**config.mk**
```make
export PLATFORM = sky130hd
export DESIGN_NAME = step_ctrl
export DESIGN_NICKNAME = d
export VERILOG_FILES = /design/src/rtl/step_ctrl.sv
export SDC_FILE = /design/constraint.sdc
export NUM_CORES = 1
export LEC_CHECK = 0
export ABC_AREA = 1
export BUFFER_PORTS_ARGS = -buffer_cell sky130_fd_sc_hd__buf_2
export CORE_MARGIN = 5
export CORE_UTILIZATION = 35
export CTS_CLUSTER_DIAMETER = 120
export DETAILED_ROUTE_END_ITERATION = 8
export GPL_TIMING_DRIVEN = 1
export SYNTH_ARGS = -nofsm -noshare
export SYNTH_HDL_FRONTEND = slang
export SYNTH_SLANG_ARGS = --single-unit
export TNS_END_PERCENT = 5
```
**constraint.sdc**
```tcl
create_clock -name ck -period 2.35 [get_ports ck]
set_input_delay 0.235 -clock ck [delete_from_list [all_inputs] [get_ports ck]]
set_output_delay 0.235 -clock ck [all_outputs]
set_load 0.01 [all_outputs]
```
**src/rtl/step_ctrl.sv**
```systemverilog
// step_ctrl: conditions a bouncy push-button and direction switch into one-cycle
// step pulses (with optional auto-repeat) and a clean direction level.
module step_ctrl #(
  parameter int DB_CYC  = 500000,
  parameter int REP_DLY = 25000000,
  parameter int REP_PER = 10000000
) (
  input  logic ck,
  input  logic rs,
  input  logic btn,
  input  logic sw,
  output logic step,
  output logic dir,
  output logic busy
);

  localparam int MAX_AB  = (DB_CYC > REP_DLY) ? DB_CYC : REP_DLY;
  localparam int MAX_CYC = (MAX_AB > REP_PER) ? MAX_AB : REP_PER;
  localparam int CW      = $clog2(MAX_CYC + 1);

  localparam logic [CW-1:0] DB_LAST  = CW'(DB_CYC - 1);
  localparam logic [CW-1:0] DLY_LAST = (REP_DLY == 0) ? '0 : CW'(REP_DLY - 1);
  localparam logic [CW-1:0] PER_LAST = CW'(REP_PER - 1);
  localparam logic [CW-1:0] ONE      = CW'(1);

  typedef enum logic [2:0] {
    S_IDLE,
    S_PRESS,
    S_HOLD,
    S_REPEAT,
    S_RELEASE
  } state_t;

  logic          r_btn_meta;
  logic          r_btn_s;
  logic          r_sw_meta;
  logic          r_sw_s;

  logic [CW-1:0] r_dcnt;
  logic          r_dir;

  state_t        r_state;
  logic [CW-1:0] r_cnt;
  logic          r_step;
  logic          r_busy;

  state_t        w_state_nxt;
  logic [CW-1:0] w_cnt_nxt;
  logic          w_step_nxt;

  // The switch idles at "up", so its synchroniser resets to 1 to match dir.
  always_ff @(posedge ck or negedge rs) begin
    if (!rs) begin
      r_btn_meta <= 1'b0;
      r_btn_s    <= 1'b0;
      r_sw_meta  <= 1'b1;
      r_sw_s     <= 1'b1;
    end else begin
      // NOTE: non-blocking so each flop takes the pre-edge value of the one before;
      // blocking here would collapse the two-stage synchroniser into a single flop.
      r_btn_meta <= btn;
      r_btn_s    <= r_btn_meta;
      r_sw_meta  <= sw;
      r_sw_s     <= r_sw_meta;
    end
  end

  always_ff @(posedge ck or negedge rs) begin
    if (!rs) begin
      r_dcnt <= '0;
      r_dir  <= 1'b1;
    end else if (r_sw_s == r_dir) begin
      r_dcnt <= '0;
    end else if (r_dcnt == DB_LAST) begin
      r_dir  <= r_sw_s;
      r_dcnt <= '0;
    end else begin
      r_dcnt <= r_dcnt + ONE;
    end
  end

  // A low btn_s is always tested before any counter terminal condition.
  always_comb begin
    // NOTE: every output of this block gets a default first, so no path through
    // the case can leave one unassigned and infer a latch.
    w_state_nxt = r_state;
    w_cnt_nxt   = r_cnt;
    w_step_nxt  = 1'b0;

    unique case (r_state)
      S_IDLE: begin
        if (r_btn_s) begin
          w_state_nxt = S_PRESS;
          w_cnt_nxt   = '0;
        end
      end

      S_PRESS: begin
        if (!r_btn_s) begin
          w_state_nxt = S_IDLE;
          w_cnt_nxt   = '0;
        end else if (r_cnt == DB_LAST) begin
          w_state_nxt = S_HOLD;
          w_cnt_nxt   = '0;
          w_step_nxt  = 1'b1;
        end else begin
          w_cnt_nxt   = r_cnt + ONE;
        end
      end

      S_HOLD: begin
        if (!r_btn_s) begin
          w_state_nxt = S_RELEASE;
          w_cnt_nxt   = '0;
        end else if (REP_DLY != 0) begin
          if (r_cnt == DLY_LAST) begin
            w_state_nxt = S_REPEAT;
            w_cnt_nxt   = '0;
            w_step_nxt  = 1'b1;
          end else begin
            w_cnt_nxt   = r_cnt + ONE;
          end
        end
      end

      S_REPEAT: begin
        if (!r_btn_s) begin
          w_state_nxt = S_RELEASE;
          w_cnt_nxt   = '0;
        end else if (r_cnt == PER_LAST) begin
          w_cnt_nxt   = '0;
          w_step_nxt  = 1'b1;
        end else begin
          w_cnt_nxt   = r_cnt + ONE;
        end
      end

      S_RELEASE: begin
        // A bounce back high returns to HOLD silently and restarts the repeat delay.
        if (r_btn_s) begin
          w_state_nxt = S_HOLD;
          w_cnt_nxt   = '0;
        end else if (r_cnt == DB_LAST) begin
          w_state_nxt = S_IDLE;
          w_cnt_nxt   = '0;
        end else begin
          w_cnt_nxt   = r_cnt + ONE;
        end
      end

      default: begin
        w_state_nxt = S_IDLE;
        w_cnt_nxt   = '0;
      end
    endcase
  end

  always_ff @(posedge ck or negedge rs) begin
    if (!rs) begin
      r_state <= S_IDLE;
      r_cnt   <= '0;
      r_step  <= 1'b0;
      r_busy  <= 1'b0;
    end else begin
      r_state <= w_state_nxt;
      r_cnt   <= w_cnt_nxt;
      r_step  <= w_step_nxt;
      r_busy  <= (w_state_nxt != S_IDLE);
    end
  end

  assign step = r_step;
  assign dir  = r_dir;
  assign busy = r_busy;

  a_busy_tracks_state : assert property (
    @(posedge ck) disable iff (!rs) r_busy == (r_state != S_IDLE)
  );

  // Back-to-back steps are only possible with a one-cycle repeat delay or period.
  a_step_single : assert property (
    @(posedge ck) disable iff (!rs)
      (r_step && (REP_PER != 1) && (REP_DLY != 1)) |=> !r_step
  );

endmodule

```
==> results.md, run 1 <==
- Number of synthesized flops with an enable pin: 0
- Core area: 10300 um2
- Period utilisation layout: 83.7%
- Detailed placement HPWL: 6.60 mm
- Syn avg cell area: 7.13 um2
- Max clock buf depth: 2
- Final Max Slew Viols: 0
- Synth area leaders: dfrtp_1 (39%), nand2_1 (12%), nor2_1 (10%)
- CTS root buffer: clkbuf_8
- Worst hold path class: in2async
- Switching Share: 26.1%
- Initial DRC count: 256
- H-Tree Depth: 3
- Vias per inst: 4.85
- Area of the multi-input gates: 1880 um2
- Post-synth top cells: nand2_1 (117), nor2_1 (98), inv_1 (67)
- Post-route DRC: 0
- CTS hold repair buffers: 3
- CTS tree: built
- Vias in the first global route: 3203
- Inst Count DP: 660
- Ys Warns: 0
- Async S/R FF share, synth: 100%
- Static Leakage: 1.75 nW
- Most used DFF post-synth: dfrtp_1
- F_max: 508 MHz
- Clock Pin Slew Worst Setup and Hold Paths: 0.07 ns
- Critical Path RT: 2.56 ns
- Ant. Diodes: 0
- Die H: 113 um
- Gate power share: 6.6%
- Largest net degree at the start of global routing: 26
- Slew headroom: 67.6%
- Worst setup margin: 0.382 ns
- Setup TNS: 0 ns
- # nets final: 544
- Max Cap Viol: 0
- Sequential Power Share: 50.4%
- Unique masters post-synth: 40
- First-pass GRT wire length: 14.8 mm
- Antenna violations before repair: 0
- Worst-case hold slack: 0.301 ns
- Peak supply drop: 0.000410 V
- Status: complete, no violations
- Setup CP Type: reg2reg
- First-pass iteration count of the detailed router: 4
- Resized cells post-CTS: 0
- Area growth syn-to-layout: 11.3%
- Die X: 113 um
- RSZ-0062 raised after global routing: false
- Setup-failing EPs final: 0
- Most frequent cell after synthesis: nand2_1
- CTS buffer count: 9
- Clock Latency Late Sink: 0.35 ns
- Critical path cell sequence: ha_1 > nand2_2 > nor2_4 > nor3b_2 > nand2_1 > nand2_2 > nand3_1 > nand3_1 > o21ai_0
- DR vias: 3296
- Setup Buffers After CTS: 0
- CP max-delay cell: dfrtp_1
- Clock net sink count: 60
- All-layer global routing usage: 14.2%
- Worst EP arrival: 2.17 ns
- Mapped Cells: 518
- Worst-margin pin slew: 0.485 ns
- Post-Route Utilization: 39.8%
- Num ports: 7
- Area leader, netlist: dfrtp_1
- Initial Util: 35.8%
- # rows: 37
- Slowest cell delay on critical path: 0.41 ns
- Hold Fails Final Rpt: 0
- Syn Nets: 524
- Average wire per standard cell: 12.5 um
- Routability congestion estimate: 0.913
- Psw: 561 uW
- Routed WL: 8.49 mm
- Pre-CTS setup slack: 0.392 ns
- Full die area: 12700 um2
- Synth top area share: 38.6%
- Minimum clock period: 1.97 ns
- Clock Power Share: 43.0%
- Sequential share of the synthesized area: 40.8%
- Skew final: 0.0125 ns
- Share of layout cells above drive strength 1: 11.6%
- PD cells: 524 nW/um2
- Port bufs: 6
- Crit-path max FO: 5
- Synthesized area: 3690 um2
- Grt ovf: 0
- Register area: 1510 um2
- Layout fillers: 1074
- Synth Register Bits: 60
- CP endpoint kind: register
- CP Launch Type: register
- Internal: 1.59 mW
- Routed Antenna Nets: 0
- Final instance count without filler cells: 679
[cell families (layout without fill, tap and decap cells)]
| group | Yosys count | in the layout | synth area share [%] |
|---|---|---|---|
| and+or+nand+nor | 334 | 334 | 41.1 |
| buffers and inverters | 75 | 100 | 8.37 |
| DFF | 60 | 60 | 40.8 |
| AOI/OAI and AO/OA | 27 | 27 | 4.37 |
| xor gates and xnor gates | 20 | 20 | 4.75 |
| adders and majority gates | 2 | 2 | 0.678 |
[routing by layer]
layer / vias to the layer above / track usage [%] / routed length, um
li1: 1696 / - / -
met1: 1516 / 18.4 / 3980
met5: - / 0 / 0
met2: 75 / 23.0 / 4020
met4: 0 / 5.37 / 121
met3: 9 / 3.26 / 371
[placed cells by master, fill, tap and decap left out, types with 2 or more instances in the layout]
cell and count:
a21oi_1 4, a31o_2 2, a31oi_1 2, buf_2 6, buf_4 5, clkbuf_8 9, clkinv_2 2, clkinvlp_4 2
dfrtp_1 57, dfstp_2 3, dlygate4sd3_1 3, ha_1 2, inv_1 67, nand2_1 117, nand2_2 7, nand3_1 35
nand3_2 2, nand3b_1 2, nand4_1 17, nor2_1 98, nor2_2 14, nor3_1 32, nor4_1 3, o21ai_0 10
o21ai_1 2, o22ai_1 2, o31ai_1 2, xnor2_1 2, xor2_1 18
[per-stage QoR]
| stage | total power [mW] | area, um2 |
|---|---|---|
| floorplan | 1.20 | 3690 |
| global placement | 1.24 | 3880 |
| detailed placement | 1.25 | 3880 |
| CTS | 2.19 | 4110 |
| global route | 2.25 | 4110 |
| finish | 2.15 | 4110 |
[worst paths after layout]
kind / from / to / slack (ns) / cells after the start
worst max-delay path: r_cnt[0] / r_cnt[23] / 0.38 / 9
worst min-delay path: rs / r_state[2] / 0.30 / 2
worst max register to register: r_cnt[0] / r_cnt[23] / 0.38 / 9
worst min register to register: r_btn_meta / r_btn_s / 0.34 / 0
max in group asynchronous: rs / r_sw_s / 1.38 / 3
min in group ck: r_btn_meta / r_btn_s / 0.34 / 0
[registers in the layout, indices dropped and copies added, names as in the netlist]
name / cells
r_dcnt: 25
r_btn_s: 1
r_sw_s: 1
dir: 1
r_cnt: 25
r_sw_meta: 1
step: 1
r_btn_meta: 1
r_state: 3
busy: 1
[power by group through the flow]
| stage | sequential (mW) | clock [mW] | combinational [mW] |
|---|---|---|---|
| 6_report | 1.08 | 0.925 | 0.141 |
| 4_1_cts | 1.08 | 0.958 | 0.146 |
| 3_3_place_gp | 1.10 | 0 | 0.140 |
| 2_1_floorplan | 1.10 | 0 | 0.0976 |
| 3_5_place_dp | 1.10 | 0 | 0.142 |
| 5_1_grt | 1.09 | 0.994 | 0.164 |
[critical path: cells and delay by family, from the launching register on]
kind | cells | cell delay (ns)
adder cells (fa/ha/maj) | 1 | 0.25
flip-flops | 1 | 0.41
AO/OA/AOI/OAI | 1 | 0.11
AND/OR/NAND/NOR | 7 | 1.05
[cell type report]
| class | instances | area share, % |
|---|---|---|
| Clock inverter | 6 | 1.55 |
| Tap cell | 136 | 4.14 |
| Timing Repair Buffer | 14 | 2.38 |
| Sequential cell | 60 | 36.7 |
| Clock buffer | 10 | 3.11 |
| Multi-Input combinational cell | 383 | 45.7 |
| Inverter | 70 | 6.46 |
(Power assumes the default switching activity.)
==> run 2, diff against run 1 <==
==> constraint.sdc (replaced) <==
create_clock -name ck -period 2 [get_ports ck]
set_input_delay 0.2 -clock ck [delete_from_list [all_inputs] [get_ports ck]]
set_output_delay 0.2 -clock ck [all_outputs]
set_load 0.01 [all_outputs]
==> run 2 against run 1 <==
Effect of this change:
- via count up 1.1%
- first-iteration DRC count up 2.7%
- global-route usage up 0.37 points
- sequential share of layout area down 0.32 points
- critical path type unchanged
==> results.md, run 2 (synthesis gave the netlist of run 1 again) <==
- F_max: 554 MHz (+9.0%)
- # rows: 37 (unchanged)
- Antenna violations before repair: 0 (unchanged)
- Area growth syn-to-layout: 12.3%
- Critical Path RT: 2.22 ns (-0.34 ns)
- Setup-failing EPs final: 0 (unchanged)
- Inst Count DP: 664 (+0.61%)
- Die H: 113 um (unchanged)
- Clock net sink count: 60 (unchanged)
- Worst setup margin: 0.194 ns (-0.188 ns)
- Worst EP arrival: 2.03 ns (-0.14 ns)
- Worst hold path class: in2async
- Largest net degree at the start of global routing: 22 (-15%)
- CP max-delay cell: dfrtp_2
- Port bufs: 6 (unchanged)
- PD cells: 615 nW/um2 (+17%)
- Total Power: 2.55 mW (+18%)
- Met2 Use GR: 24.6% (+1.6 points)
- Worst R2R Setup Slack: 0.19 ns (-0.19 ns)
- Clock Latency Late Sink: 0.34 ns (about the same)
- Final instance count without filler cells: 683 (+0.59%)
- Period utilisation layout: 90.3% (+6.6 points)
- Ant. Diodes: 0 (unchanged)
- Pre-CTS setup slack: 0.125 ns (-0.267 ns)
- Vias per inst: 4.88 (+0.50%)
- Slowest cell delay on critical path: 0.40 ns (about the same)
- Routability congestion estimate: 0.878 (-3.8%)
- Initial DRC count: 263 (+2.7%)
- First-pass GRT wire length: 15.1 mm (+2.1%)
- H-Tree Depth: 3 (unchanged)
- Static Leakage: 1.77 nW (+0.85%)
- Full die area: 12700 um2 (unchanged)
- Setup CP Type: reg2reg
- Setup TNS: 0 ns (unchanged)
- CTS root buffer: clkbuf_8
- Max clock buf depth: 2 (unchanged)
- Post-route DRC: 0 (unchanged)
- Grt ovf: 0 (unchanged)
- Largest regs: r_cnt (25), r_dcnt (25), r_state (3)
- Commonest non-fill, non-tap cell in the layout: nand2_1
- Worst-case hold slack: 0.343 ns (+0.0421 ns)
- # nets final: 548 (+0.74%)
- Slew headroom: 68.5% (+0.90 points)
- All-layer global routing usage: 14.5% (+0.37 points)
- Num ports: 7 (unchanged)
- Peak supply drop: 0.000424 V (+3.3%)
- GRT met3 Usage: 2.89% (-0.37 points)
- Cell Area, Placed: 3920 um2 (+0.77%)
- Vias in the first global route: 3244 (+1.3%)
- Hold Fails Final Rpt: 0 (unchanged)
- RSZ-0062 raised after global routing: false
- Average wire per standard cell: 12.7 um (+1.4%)
- Critical path cell sequence: ha_2 > nand2_2 > nor2_4 > nor3b_2 > nand2_1 > nand2_2 > nand3_1 > nand3_1 > o21ai_0
- Worst r2r path cells: 9 (unchanged)
- Routed WL: 8.66 mm (+2.0%)
- Final Max Slew Viols: 0 (unchanged)
- Met1 Track Usage GR: 18.5% (+0.11 points)
- CTS buffer count: 9 (unchanged)
- Clock Pin Slew Worst Setup and Hold Paths: 0.07 ns (about the same)
- Share of layout cells above drive strength 1: 12.4% (+0.83 points)
- Routed Antenna Nets: 0 (unchanged)
- DR vias: 3332 (+1.1%)
- Minimum clock period: 1.81 ns (-0.162 ns)
- First-pass iteration count of the detailed router: 4 (unchanged)
- CP endpoint kind: register
- R2R Path Start: r_cnt[0]
- Die X: 113 um (unchanged)
- Skew final: 0.00555 ns (-0.00695 ns)
- CTS tree: built
- Post-Route Utilization: 40.2% (+0.39 points)
- Top Usage Layer GRT: met2
- Initial Util: 35.8% (unchanged)
- Worst-margin pin slew: 0.472 ns (-0.0129 ns)
- Max Cap Viol: 0 (unchanged)
- Commonest non-fill, non-tap cells in the layout: nand2_1 (117), nor2_1 (98), inv_1 (67)
- Core area: 10300 um2 (unchanged)
- Status: complete, no violations
- CP Launch Type: register
- Detailed placement HPWL: 6.79 mm (+3.0%)
- Reg2reg end: r_cnt[23]
- Crit-path max FO: 5 (unchanged)
- Post-route cell area: 4150 um2 (+0.98%)
- Layout fillers: 1071 (-0.28%)
[run 2: cell count changes in the layout (fill, tap and decap cells not counted)]
cell	before	now
clkbuf_1	1	2
clkbuf_8	9	10
ha_1	2	1
dfrtp_2	0	1
ha_2	0	1
clkinv_2	2	1
buf_4	5	9
inv_4	1	0
dfrtp_1	57	56
[run 2: how the worst max path moves through the flow]
stage          startpoint  slack [ns]        end
3_5_place_dp     r_cnt[0]        0.12  r_cnt[19]
6_report         r_cnt[0]        0.19  r_cnt[23]
2_1_floorplan    r_cnt[0]        0.33   r_cnt[9]
4_1_cts          r_cnt[0]        0.11  r_cnt[18]
5_1_grt          r_cnt[0]        0.04  r_cnt[23]
3_3_place_gp     r_cnt[0]        0.18  r_cnt[18]
[run 2: what timing repair did]
item                                   in CTS  in global routing
endpoints found under the hold margin      21                  0
setup endpoints to repair                   0                 21
hold buffers                                3                  0
setup buffers                               0                  0
gates resized for setup                     0                  3
[run 2: area by class of cell]
cell class	instances	area, um2	share of cell area, %
Sequential cell	60	1510	36.3
Inverter	70	268	6.46
Multi-Input combinational cell	383	1880	45.3
Timing Repair Buffer	18	128	3.08
Tap cell	136	170	4.10
Clock inverter	4	50.0	1.21
Clock buffer	12	145	3.50
[run 2: report_power, final]
part	switching (mW)	internal [mW]
sequential	0.0303	1.25
combinational	0.119	0.0556
clock	0.490	0.608
total	0.639	1.91
[run 2: critical path, delay by kind of cell (launching register included)]
family,cells,cell delay [ns]
fa+ha+maj,1,0.23
flops,1,0.40
simple gates,7,0.96
compound gates,1,0.09
[run 2: layer usage]
metal	vias to the layer above	part of all wire, %
li1	1702	-
met1	1550	47
met3	11	3.6
met2	69	48
met5	-	0
met4	0	1.5
